$ cat config.mk
export PLATFORM = sky130hd
export DESIGN_NAME = mult_int_psum_accum
export DESIGN_NICKNAME = d
export VERILOG_FILES = /design/src/rtl/mult_int_psum_accum.sv
export SDC_FILE = /design/constraint.sdc
export NUM_CORES = 1
export LEC_CHECK = 0
export CAP_MARGIN = 5
export CORE_UTILIZATION = 35
export CTS_BUF_LIST = sky130_fd_sc_hd__clkbuf_8
export CTS_CLUSTER_SIZE = 12
export DETAILED_ROUTE_END_ITERATION = 8
export MAX_ROUTING_LAYER = met4
export SYNTH_ARGS = -nofsm -noshare
export SYNTH_HDL_FRONTEND = slang
export SYNTH_SLANG_ARGS = --single-unit
$ cat constraint.sdc
create_clock -name clk -period 5 [get_ports clk]
set_input_delay 1 -clock clk [delete_from_list [all_inputs] [get_ports clk]]
set_output_delay 1 -clock clk [all_outputs]
set_load 0.03 [all_outputs]
$ cat src/rtl/mult_int_psum_accum.sv
// Purpose : sums cfg_len signed products from the bit-serial multiplier into one partial sum
//           and hands it to the PE output stage.
// Latency : prod_ack is combinational. psum_valid rises the cycle after the last product
//           transfers. There is one IDLE bubble cycle between consecutive sums.
// Backpressure: prod_ack is held low while a sum waits in DRAIN, which stalls the multiplier
//           until psum_ready is seen. en=0 freezes all state and holds prod_ack low.
// Ports   : clk/rst (sync, active-high), en, cfg_len/cfg_sat (sampled in IDLE), clear,
//           prod_valid/prod_data/prod_ack (multiplier side),
//           psum_valid/psum_ready/psum_data/psum_ovf (output side), busy.
// ACC_W must be >= MAX_WEI_PRECISION_INT + MAX_ACT_PRECISION_INT.
module mult_int_psum_accum #(
  parameter int MAX_WEI_PRECISION_INT = 16,
  parameter int MAX_ACT_PRECISION_INT = 16,
  parameter int ACC_W                 = 48,
  parameter int LEN_W                 = 16,
  localparam int PW = MAX_WEI_PRECISION_INT + MAX_ACT_PRECISION_INT
) (
  input  logic             clk,
  input  logic             rst,
  input  logic             en,
  input  logic [LEN_W-1:0] cfg_len,
  input  logic             cfg_sat,
  input  logic             clear,
  input  logic             prod_valid,
  input  logic [PW-1:0]    prod_data,
  output logic             prod_ack,
  output logic             psum_valid,
  input  logic             psum_ready,
  output logic [ACC_W-1:0] psum_data,
  output logic             psum_ovf,
  output logic             busy
);

  typedef enum logic [1:0] {
    IDLE  = 2'd0,
    ACCUM = 2'd1,
    DRAIN = 2'd2
  } state_t;

  state_t           state;
  logic [ACC_W-1:0] acc;
  logic [LEN_W-1:0] cnt;
  logic [LEN_W-1:0] len_q;
  logic             sat_q;
  logic             ovf;

  logic [LEN_W-1:0] len_eff;
  logic [LEN_W-1:0] cnt_inc;
  logic [ACC_W:0]   prod_ext;
  logic [ACC_W:0]   sum_ext;
  logic             sum_ovf;
  logic [ACC_W-1:0] acc_nxt;

  // Gated by rst so the multiplier never sees an ack while the block is held in reset.
  assign prod_ack = en & ~rst & prod_valid & ((state == IDLE) | (state == ACCUM));

  assign len_eff  = (cfg_len == '0) ? LEN_W'(1) : cfg_len;
  assign cnt_inc  = cnt + LEN_W'(1);

  // The sum is formed one bit wider than the accumulator. Overflow shows up as
  // disagreement between the top two bits of that wider result.
  assign prod_ext = (ACC_W+1)'($signed(prod_data));
  assign sum_ext  = {acc[ACC_W-1], acc} + prod_ext;
  assign sum_ovf  = sum_ext[ACC_W] ^ sum_ext[ACC_W-1];

  always_comb begin
    acc_nxt = sum_ext[ACC_W-1:0];
    if (sum_ovf && sat_q) begin
      // Bit ACC_W holds the true sign, so it selects which rail to clamp to.
      acc_nxt = sum_ext[ACC_W] ? {1'b1, {(ACC_W-1){1'b0}}} : {1'b0, {(ACC_W-1){1'b1}}};
    end
  end

  always_ff @(posedge clk) begin
    if (rst) begin
      state      <= IDLE;
      acc        <= '0;
      cnt        <= '0;
      ovf        <= 1'b0;
      len_q      <= LEN_W'(1);
      sat_q      <= 1'b0;
      psum_valid <= 1'b0;
    end else if (en) begin
      case (state)
        IDLE: begin
          len_q <= len_eff;
          sat_q <= cfg_sat;
          if (clear) begin
            acc <= '0;
            cnt <= '0;
            ovf <= 1'b0;
          end else if (prod_ack) begin
            // The first product always fits, because ACC_W >= PW.
            acc <= prod_ext[ACC_W-1:0];
            cnt <= LEN_W'(1);
            ovf <= 1'b0;
            if (len_eff == LEN_W'(1)) begin
              state      <= DRAIN;
              psum_valid <= 1'b1;
            end else begin
              state <= ACCUM;
            end
          end
        end

        ACCUM: begin
          // A product acked together with clear is dropped.
          if (clear) begin
            state <= IDLE;
            acc   <= '0;
            cnt   <= '0;
            ovf   <= 1'b0;
          end else if (prod_ack) begin
            acc <= acc_nxt;
            ovf <= ovf | sum_ovf;
            cnt <= cnt_inc;
            if (cnt_inc == len_q) begin
              state      <= DRAIN;
              psum_valid <= 1'b1;
            end
          end
        end

        DRAIN: begin
          // clear is ignored here. A finished sum always drains first.
          if (psum_ready) begin
            state      <= IDLE;
            psum_valid <= 1'b0;
            acc        <= '0;
            cnt        <= '0;
            ovf        <= 1'b0;
          end
        end

        default: begin
          state      <= IDLE;
          psum_valid <= 1'b0;
        end
      endcase
    end
  end

  // acc is frozen in DRAIN, so it serves directly as the registered output data.
  assign psum_data = acc;
  assign psum_ovf  = ovf;
  assign busy      = (state != IDLE);

endmodule

* Word-level counts from Yosys, hierarchy flattened
Index checks and enable logic that the tools add are counted.
Storage, ports and cells: register bits after elaboration 85, input bits 55, output and inout port bits 52, word-level logic and storage cells 75
Cells by class: $add $sub $neg 2, eq/ne operators 14, mux-type cells 36, bitwise operators 7, reductions and logical operators 9
Operators with widths (number):
- 2-to-1 mux 48 bit | 7
- one-hot mux 48 bit (3 select lines) | 1
- 2-to-1 mux 16 bit | 6
- adder 48 x 32 -> 49 bit | 1
- one-hot mux 16 bit (3 select lines) | 1
- adder 16 x 1 -> 16 bit, second input constant | 1
- == test 16 x 1 -> 1 bit, second input constant | 1
- == test 16 bit | 1
- zero test 16 bit | 1
- 2-to-1 mux 2 bit | 7
- 2-to-1 mux 1 bit | 11
- != test 2 bit, second input constant | 5
- AND reduction 8 bit | 1
- != test 3 bit, second input constant | 2
- one-hot mux 1 bit (3 select lines) | 2
- one-hot mux 2 bit (3 select lines) | 1
- AND reduction 6 bit | 1
- AND reduction 5 bit | 1
- != test 2 x 1 -> 1 bit, second input constant | 2
- AND 1 bit | 3
- != test 3 x 2 -> 1 bit, second input constant | 1
- nonzero test 3 bit | 1
- == test 2 x 1 -> 1 bit, second input constant | 1
- == test 2 bit, second input constant | 1
- 7 further kinds | 8

* Longest topological paths before layout
Gate-level depths: netlist (run 1).
depth in word-level cells 7, mapped depth 14, depth with buffers taken out 13

* Worst setup path before layout (run 1)
Ideal clock, no wire load.
path kind input -> register, from input prod_data[0], to register acc[2], in the netlist psum_data[2], library setup time 0.133 ns, data arrival time 3.875 ns, data required time 4.867 ns, slack 0.992 ns, cell stages on the path 13, path buffers 0, path through ha_1 inv_1 fa_1 nand2b_1 a21o_1 a21o_1 a2111oi_1 o211a_1 nor3_1 and2_1 a221o_2 a2111oi_2 nor4_1
Between the ends: cells in the longest elaborated chain, start to end 7, elaborated cells on any way between the ends 8, those cells by class add/sub (1); mux (5); bitwise (1); reduce/logical (1)
RTL lines:
- from (decl) | RTL line 25 | input logic [PW-1:0] prod_data,
- adder 48 x 32 -> 49 bit * | RTL line 63 | assign sum_ext = {acc[ACC_W-1], acc} + prod_ext;
- XOR 1 bit | RTL line 64 | assign sum_ovf = sum_ext[ACC_W] ^ sum_ext[ACC_W-1];
- logical AND 1 bit | RTL line 68 | if (sum_ovf && sat_q) begin
- 2-to-1 mux 48 bit * | RTL line 68
- 2-to-1 mux 48 bit * | RTL line 113 | end else if (prod_ack) begin
- 2-to-1 mux 48 bit * | RTL line 108 | if (clear) begin
- one-hot mux 48 bit (3 select lines) * | RTL line 84 | case (state)
- to (signal assigned) | RTL line 94 | acc <= prod_ext[ACC_W-1:0];
- to (signal assigned) | RTL line 114 | acc <= acc_nxt;
- to (decl) | RTL line 41 | logic [ACC_W-1:0] acc;
Every way passes the cells marked *; elsewhere a longest branch is shown, timed or not. The select of a mux whose other input is x is not followed. A chain may end at the register's enable or synchronous reset.

* Worst setup path after layout (run 1)
from input prod_data[0], to register acc[39], in the netlist psum_data[39]
Same word-level chain as after synthesis.

==> metrics.txt, run 1 <==
clock-pin slew on the worst setup and hold paths 100 ps; Chip Height 143 um; hold path depth 2; number of synthesized flops with an enable pin 0; Gate power share 57.9%; # DRC 0; final setup vio count 0; slew at the pin with the worst max-slew slack 777 ps; commonest non-fill, non-tap cell in the layout a21oi_1; Crit path max-delay family compound AO/OA/AOI/OAI gates; routed vias/inst 5.42; Final nets 1132; share of cells above drive strength 1 5.16%; worst hold path endpoint len_q[15]$_SDFFE_PP0P_; worst skew pair latency 390 ps; worst flop-to-flop path startpoint psum_data[0]$_SDFFE_PP0P_; Slew Viols, Final 0; Final Cycle Share 90.2%; largest net degree at the start of global routing 71; Internal Power 0.00186 W; Mapped Nets 1046; Placeable Area 19500 um^2; Worst Hold Class reg2reg; Crit. End Element flip-flop; antenna-violating nets left 0; GR Util All Layers 22.1%; CP peak stage delay 510 ps; I/O pin cnt 107; Synth Flop Type dfxtp_1; vias in the first global route 6678; Yosys reg bits 85; number of hold buffers added after CTS 0; Max Freq 222 MHz; ys async rst share 0%; die area 20400 um^2; top area cells in the synthesized netlist dfxtp_1 (25%), ha_1 (9.6%), a21oi_1 (8.6%); cell mode on critical path a21o_1; Root Buffer Master clkbuf_8; routability cong. 0.920; HPWL Detailed 15.9 mm; final hold violation count 0; worst path bufs/invs 3; commonest non-fill, non-tap cells in the layout a21oi_1 (119), clkdlybuf4s50_1 (105), nor2_1 (94), dfxtp_1 (85), nand2_1 (81); Initial Utilization 35.6%; number of DRC markers in iteration 0 490; Setup TNS Final 0 ps; CP max FO 16; unrepaired setup endpoints after global routing no; post-synthesis sequential area ratio 24.5%; total gr overflow 0; sequential share of power 26.0%; initial antenna violation count 0; Buffers on Ports 106; TritonCTS clock tree yes; skew final 10.8 ps; maximum clock path buffer count 2; FP Rows 51; post-cts resize count 0; R2R Setup Slk 1230 ps; PwrDens 408 nW/um^2; postcts setup bufs 0; Unique masters post-synth 69; Yosys top cell by area dfxtp_1; via count 7002; max-cap viol count 0; switching power total 0.00162 W; Mapped Cells 937; Cell Area, Synth 6940 um^2; Routed WL per cell 16.4 um; Layout area overhead 23.1%; Pleak 3.32 nW; synth warn 0; H-tree depth 3; Slew headroom 48.2%; Crit-path slowest cell a221o_2; outcome complete, no violations; Die X 143 um; total power 0.00348 W; WL final 21.2 mm; switching share of power 46.6%; ant diodes 0; syn avg cell area 7.40 um^2; fillers 2033; cts bufs inserted 9; Critical Path, Cell by Cell clkdlybuf4s50_1 > ha_1 > inv_1 > fa_1 > nand2b_1 > a21o_1 > a21o_1 > a2111oi_1 > buf_4 > o211a_1 > nor3_1 > and2_1 > a221o_2 > nor2_4 > a211oi_1; worst vdd ir 141 uV; reg2reg end psum_data[39]$_SDFFE_PP0P_; min-delay src len_q[15]$_SDFFE_PP0P_; top cell type's share of synthesized area 24.5%; first-pass GRT wire length 34.7 mm; Worst Path Class, Setup in2reg; CP required 5260 ps; Finished Core Util 43.9%; Crit path arrival time 4770 ps; Clk pwr share 16.1%; drt pass-1 iters 4; # clock sinks 85; Worst Reg2Reg Path Length in Cells 14; Tmin final 4510 ps; CP Launch Type input pin
-- per-layer routing --
| metal | up-vias | track usage (%) | wire, um |
|---|---|---|---|
| li1 | 3607 | - | - |
| met1 | 3236 | 29.2 | 10500 |
| met2 | 133 | 34.5 | 9620 |
| met3 | 26 | 2.21 | 611 |
| met4 | 0 | 8.49 | 414 |
| met5 | - | - | 0 |
-- final cells by class --
type	instances	area (um^2)	share of cell area [%]
Timing Repair Buffer	127	1250	14.7
Clock inverter	6	76.3	0.894
Inverter	25	93.8	1.10
Clock buffer	10	138	1.61
Tap cell	265	332	3.88
Multi-Input combinational cell	775	4940	57.9
Sequential cell	85	1700	19.9
-- how the worst max path moves through the flow --
stage,cells after the start,from,end
after floorplan,13,prod_data[0],psum_data[2]$_SDFFE_PP0P_
after CTS,15,prod_data[0],psum_data[31]$_SDFFE_PP0P_
final,15,prod_data[0],psum_data[39]$_SDFFE_PP0P_
after global placement,15,prod_data[0],psum_data[38]$_SDFFE_PP0P_
after global routing,15,prod_data[0],psum_data[36]$_SDFFE_PP0P_
after detailed placement,15,prod_data[0],psum_data[37]$_SDFFE_PP0P_
-- worst reg2reg max path, cell delays in order (launching register included) --
cell,delay (ps)
dfxtp_1,370
ha_1,210
inv_1,70
fa_1,400
nand2b_1,180
a21o_1,180
a21o_1,180
a2111oi_1,420
buf_4,190
o211a_1,150
nor3_1,60
and2_1,220
a221o_2,510
nor2_4,380
a211oi_1,140
-- Yosys cell counts (9+ instances only) --
library cell / instances
xor2_1: 19
a211oi_1: 41
dfxtp_1: 85
clkbuf_1: 45
o21bai_1: 13
o21ai_1: 38
a21oi_1: 119
and3_1: 24
nor4_1: 11
nor3_1: 17
a22oi_1: 9
nand4_1: 15
nand3_1: 12
ha_1: 53
inv_1: 25
o21ai_0: 53
xnor2_1: 49
nand2_1: 81
a21o_1: 18
and2_1: 10
nor2_1: 95
-- cells by family (layout without fill, tap and decap cells) --
| family | after synthesis | count (layout) | synth area share, % |
|---|---|---|---|
| flops | 85 | 85 | 24.5 |
| xor+xnor | 70 | 70 | 9.16 |
| compound gates | 353 | 353 | 31.6 |
| simple gates | 295 | 295 | 20.1 |
| fa+ha+maj | 54 | 54 | 9.85 |
| buf+inv | 77 | 168 | 4.29 |
| mux | 3 | 3 | 0.451 |
-- state kept, by name (all words and copies together), names as in the netlist --
signal      count
state           2
psum_valid      1
psum_ovf        1
cnt            16
sat_q           1
psum_data      48
len_q          16
-- stage by stage --
| stage | cell area [um^2] | setup slack, ps | cells | hold slack, ps |
|---|---|---|---|---|
| final | 8540 | 489 | 1293 | 475 |
| after global routing | 8540 | 218 | 1293 | 502 |
| after CTS | 8540 | 490 | 1293 | 475 |
| after detailed placement | 8320 | 78.1 | 1277 | 460 |
| after global placement | 8320 | 175 | 1277 | 452 |
| after floorplan | 6940 | 992 | 937 | 437 |
-- power by group through the flow --
stage	registers [W]	logic [W]	clock network, W
floorplan	0.00106	0.00124	0
global route	0.000922	0.00222	0.000603
global placement	0.000919	0.00200	0
CTS	0.000907	0.00202	0.000581
finish	0.000905	0.00202	0.000559
detailed placement	0.000921	0.00200	0
No activity file was read; power rests on OpenSTA's default activity.
==> run 2, diff against run 1 <==
--- a/config.mk
+++ b/config.mk
@@ -6,11 +6,13 @@
 export NUM_CORES = 1
 export LEC_CHECK = 0
 export CAP_MARGIN = 5
+export CORE_MARGIN = 2
 export CORE_UTILIZATION = 35
 export CTS_BUF_LIST = sky130_fd_sc_hd__clkbuf_8
 export CTS_CLUSTER_SIZE = 12
 export DETAILED_ROUTE_END_ITERATION = 8
 export MAX_ROUTING_LAYER = met4
+export RECOVER_POWER = 50
 export SYNTH_ARGS = -nofsm -noshare
 export SYNTH_HDL_FRONTEND = slang
 export SYNTH_SLANG_ARGS = --single-unit
==> run 2 against run 1 <==
Net effect:
- global-route usage shrank 0.99 points
- sequential share of layout area rose by 0.085 points
- via count grew 2.3%
- worst setup slack got worse by 17 ps
- flip-flop and latch count is the same
- clock power decreased by 5.0%
- critical endpoint is now psum_data[34]$_SDFFE_PP0P_
- highest routed layer unchanged
==> metrics.txt, run 2 (synthesis results as in run 1) <==
cts bufs inserted 9; Worst Hold Class reg2reg; Routed WL per cell 16.5 um; Setup TNS Final 0 ps; Worst Path Class, Setup in2reg; postcts setup bufs 0; commonest non-fill, non-tap cell in the layout a21oi_1; Crit. End Element flip-flop; Die X 145 um; Buffers on Ports 106; HPWL Detailed 15.8 mm; skew final 11.2 ps; CP Launch Type input pin; CP required 5250 ps; fillers 2053; initial antenna violation count 0; Clk pwr share 15.6%; ant diodes 0; post-route non-filler standard cell count 1293; switching power total 0.00164 W; Max Freq 221 MHz; Largest register FFs 48; Chip Height 145 um; share of cells above drive strength 1 5.16%; TritonCTS clock tree yes; H-tree depth 3; Final Cycle Share 90.6%; hold path depth 2; Layout area overhead 22.6%; register area 1700 um^2; CP max FO 16; routed vias/inst 5.54; max-cap viol count 0; first-pass GRT wire length 34.7 mm; # clock sinks 85; sequential share of power 26.5%; WL final 21.3 mm; PwrDens 401 nW/um^2; slew at the pin with the worst max-slew slack 790 ps; I/O pin cnt 107; maximum clock path buffer count 2; Pleak 3.45 nW; FP Rows 51; worst skew pair latency 390 ps; via count 7164; Root Buffer Master clkbuf_8; Worst Reg2Reg Path Length in Cells 14; routability cong. 0.937; largest net degree at the start of global routing 71; Gate power share 57.9%; outcome complete, no violations; Slew headroom 47.4%; unrepaired setup endpoints after global routing no; post-cts resize count 0; cell count after placement 1277; switching share of power 48.2%; antenna-violating nets left 0; drt pass-1 iters 6; Placeable Area 19500 um^2; die area 21000 um^2; clock-pin slew on the worst setup and hold paths 110 ps; total gr overflow 0; worst vdd ir 162 uV; Slew Viols, Final 0; vias in the first global route 6769; number of DRC markers in iteration 0 449; GR Util All Layers 21.1%; area of the multi-input gates 4940 um^2; commonest non-fill, non-tap cells in the layout a21oi_1 (119), nor2_1 (94), dfxtp_1 (85), nand2_1 (81), clkdlybuf4s50_1 (54); final hold violation count 0; Initial Utilization 35.6%; Internal Power 0.00176 W; final setup vio count 0; Tmin final 4530 ps; number of hold buffers added after CTS 0; # DRC 0; Crit path arrival time 4780 ps; Final nets 1132
-- run 2: changes by cell type in the layout (fill, tap and decap cells not counted) --
cell | previous run | this run
buf_12 | 3 | 1
buf_4 | 18 | 20
bufinv_16 | 1 | 0
clkbuf_8 | 10 | 9
clkdlybuf4s50_1 | 105 | 54
clkinv_4 | 1 | 2
clkinv_8 | 0 | 1
dlygate4sd3_1 | 0 | 51
inv_6 | 3 | 0
inv_8 | 1 | 4
-- run 2: metal layers --
metal  up-vias  share of wire [%]  global-route usage (%)
met5         -                  0                       -
met4         0                1.3                    4.70
met3        19                3.7                    2.53
met2       171                 46                    33.8
met1      3365                 49                    28.6
li1       3609                  -                       -
-- run 2: worst max-delay path: stages --
cell and delay (ps):
clkdlybuf4s50_1 490, ha_1 220, inv_1 70, fa_1 400, nand2b_1 180, a21o_1 180
a21o_1 180, a2111oi_1 390, buf_4 180, o211a_1 160, nor3_1 70, and2_1 210
a221o_2 480, nor2_4 420, a211oi_1 140
-- run 2: power by group through the flow --
stage	Sequential (W)	Combinational [W]	Clock, W
2_1_floorplan	0.00106	0.00124	0
3_3_place_gp	0.000922	0.00199	0
3_5_place_dp	0.000922	0.00199	0
4_1_cts	0.000908	0.00200	0.000543
5_1_grt	0.000922	0.00218	0.000569
6_report	0.000903	0.00197	0.000531
-- run 2: final cells by class --
class / count / share of cell area [%]
clock buffer: 9 / 1.46
clock inverter: 7 / 0.927
inverter: 25 / 1.10
multi-input combinational: 775 / 58.2
sequential: 85 / 20.0
tap: 265 / 3.90
timing repair buffer: 127 / 14.4
-- run 2: stage by stage --
stage	util, %	total power [W]	hold WS (ps)	area [um^2]	setup slack, ps
global placement	42.6	0.00291	455	8300	190
detailed placement	42.6	0.00291	456	8300	92.8
finish	43.7	0.00340	472	8500	472
CTS	43.7	0.00345	472	8500	510
global route	43.7	0.00367	495	8500	191
floorplan	-	0.00230	437	6940	992
-- run 2: final timing paths --
path / from / end / slack, ps
setup / recovery: prod_data[0] / psum_data[34]$_SDFFE_PP0P_ / 470
hold / removal: len_q[15]$_SDFFE_PP0P_ / len_q[15]$_SDFFE_PP0P_ / 470
setup reg to reg: psum_data[0]$_SDFFE_PP0P_ / psum_data[34]$_SDFFE_PP0P_ / 1200
hold reg to reg: len_q[15]$_SDFFE_PP0P_ / len_q[15]$_SDFFE_PP0P_ / 470
==> run 3, diff against run 2 <==
==> constraint.sdc (replaced) <==
create_clock -name clk -period 4.3 [get_ports clk]
set_input_delay 0.86 -clock clk [delete_from_list [all_inputs] [get_ports clk]]
set_output_delay 0.86 -clock clk [all_outputs]
set_load 0.1 [all_outputs]
==> run 3 against run 2 <==
Net effect:
- hold slack about the same
- critical path type unchanged
- register-to-register slack worse by 470 ps
- critical path depth is 1 higher
==> metrics.txt, run 3 (synthesis results as in run 1) <==
outcome complete, no violations; sequential share of power 22.0%; post-route non-filler standard cell count 1349; Die X 145 um; HPWL Detailed 16.2 mm; Largest register FFs 48; Slew headroom 30.2%; TritonCTS clock tree yes; total power 0.00477 W; number of DRC markers in iteration 0 438; Tmin final 4140 ps; Layout area overhead 30.3%; FP Rows 51; Pleak 3.76 nW; final setup vio count 0; min-delay src len_q[15]$_SDFFE_PP0P_; largest net degree at the start of global routing 71; Finished Core Util 46.4%; R2R Setup Slk 730 ps; # DRC 0; reg2reg end psum_data[17]$_SDFFE_PP0P_; cell count after placement 1331; fillers 1959; Worst Path Class, Setup in2reg; clock-pin slew on the worst setup and hold paths 100 ps; Worst Reg2Reg Path Length in Cells 15; Root Buffer Master clkbuf_8; maximum clock path buffer count 2; Crit path arrival time 4380 ps; GR Util All Layers 21.6%; Slew Viols, Final 0; via count 7316; share of cells above drive strength 1 10.6%; routed vias/inst 5.42; unrepaired setup endpoints after global routing no; vias in the first global route 6903; CP required 4540 ps; ant diodes 0; worst flop-to-flop path startpoint psum_data[0]$_SDFFE_PP0P_; Internal Power 0.00226 W; CP max FO 11; cts bufs inserted 9; Placeable Area 19500 um^2; die area 21000 um^2; commonest non-fill, non-tap cell in the layout a21oi_1; switching share of power 52.7%; switching power total 0.00251 W; pre-CTS setup slack -258 ps; slew at the pin with the worst max-slew slack 1040 ps; skew final 6.71 ps; Initial Utilization 35.6%; Final WS setup 160 ps; drt pass-1 iters 5; Gate power share 64.6%; CP Launch Type input pin; hold path depth 2; commonest non-fill, non-tap cells in the layout a21oi_1 (119), nor2_1 (94), dfxtp_1 (85), nand2_1 (81), buf_4 (71); Chip Height 145 um; worst vdd ir 243 uV; first-pass GRT wire length 35.2 mm; Crit. End Element flip-flop; Max Freq 242 MHz; Routed WL per cell 16.3 um; total gr overflow 0; worst hold path endpoint len_q[15]$_SDFFE_PP0P_; max-cap viol count 0; final hold violation count 0; Clk pwr share 13.4%; Buffers on Ports 106; postcts setup bufs 0; # clock sinks 85; Final nets 1188; PwrDens 528 nW/um^2; H-tree depth 3; worst skew pair latency 390 ps; I/O pin cnt 107; area of the multi-input gates 4980 um^2; Final Cycle Share 96.3%; initial antenna violation count 0; antenna-violating nets left 0; register area 1700 um^2; routability cong. 0.894; Worst Hold Class reg2reg; WL final 21.9 mm
[run 3: cell types whose count changed in the layout (fill, tap and decap cells not counted), moves of 2 or more]
cell | before | now
clkbuf_16 | 0 | 2
buf_12 | 1 | 4
inv_6 | 0 | 4
buf_4 | 20 | 71
inv_8 | 4 | 0
clkdlybuf4s50_1 | 54 | 52
[run 3: critical path: stages]
cell and delay, ps:
clkdlybuf4s50_1 490, ha_2 200, inv_1 60, fa_2 340
nand2b_4 150, a21o_1 180, a21o_1 190, a2111oi_2 350
buf_4 180, o211a_1 160, nor3_1 50, and2_1 170
a221o_2 530, clkbuf_16 230, o21ai_1 130, o21ai_0 90
[run 3: routing by layer]
metal  share of wire, %  vias to the layer above  wire (um)  global-route usage, %
met5                  0                        -          0                      -
met4               0.96                        0        210                   4.19
met3                3.7                       13        805                   2.63
met2                 48                      150      10500                   35.9
met1                 48                     3435      10400                   28.4
li1                   -                     3718          -                      -
[run 3: repair_timing]
item / CTS / global route
endpoints found under the hold margin: 0 / 0
hold buffers: 0 / 0
resized for setup: 0 / 5
setup endpoints to repair: 0 / 20
[run 3: per-stage QoR]
stage / cell area, um^2 / TNS (ps) / hold WS (ps)
floorplan: 6940 / 0 / 437
finish: 9030 / 0 / 472
CTS: 8960 / 0 / 471
global placement: 8740 / -5730 / 452
detailed placement: 8740 / -9040 / 456
global route: 9030 / 0 / 493
[run 3: how the worst max path moves through the flow]
stage,start,end,slack (ps),cells after the start
2_1_floorplan,psum_data[0]$_SDFFE_PP0P_,psum_data[2]$_SDFFE_PP0P_,180,13
3_3_place_gp,prod_data[0],psum_data[2]$_SDFFE_PP0P_,-180,15
3_5_place_dp,prod_data[0],psum_data[2]$_SDFFE_PP0P_,-260,15
4_1_cts,prod_data[0],psum_data[2]$_SDFFE_PP0P_,140,15
5_1_grt,prod_data[0],psum_data[15]$_SDFFE_PP0P_,20,16
6_report,prod_data[0],psum_data[17]$_SDFFE_PP0P_,160,16
[run 3: final cells by class]
cell class                      instances  share of cell area (%)
Clock inverter                          7                   0.997
Sequential cell                        85                    18.8
Clock buffer                            9                    1.37
Tap cell                              265                    3.67
Multi-Input combinational cell        775                    55.1
Inverter                               25                    1.04
Timing Repair Buffer                  183                    19.0
[run 3: power groups by stage]
stage / logic (W) / clock network, W / registers (W)
floorplan: 0.00148 / 0 / 0.00175
global placement: 0.00307 / 0 / 0.00107
detailed placement: 0.00306 / 0 / 0.00107
CTS: 0.00308 / 0.000657 / 0.00105
global route: 0.00333 / 0.000682 / 0.00107
finish: 0.00308 / 0.000641 / 0.00105
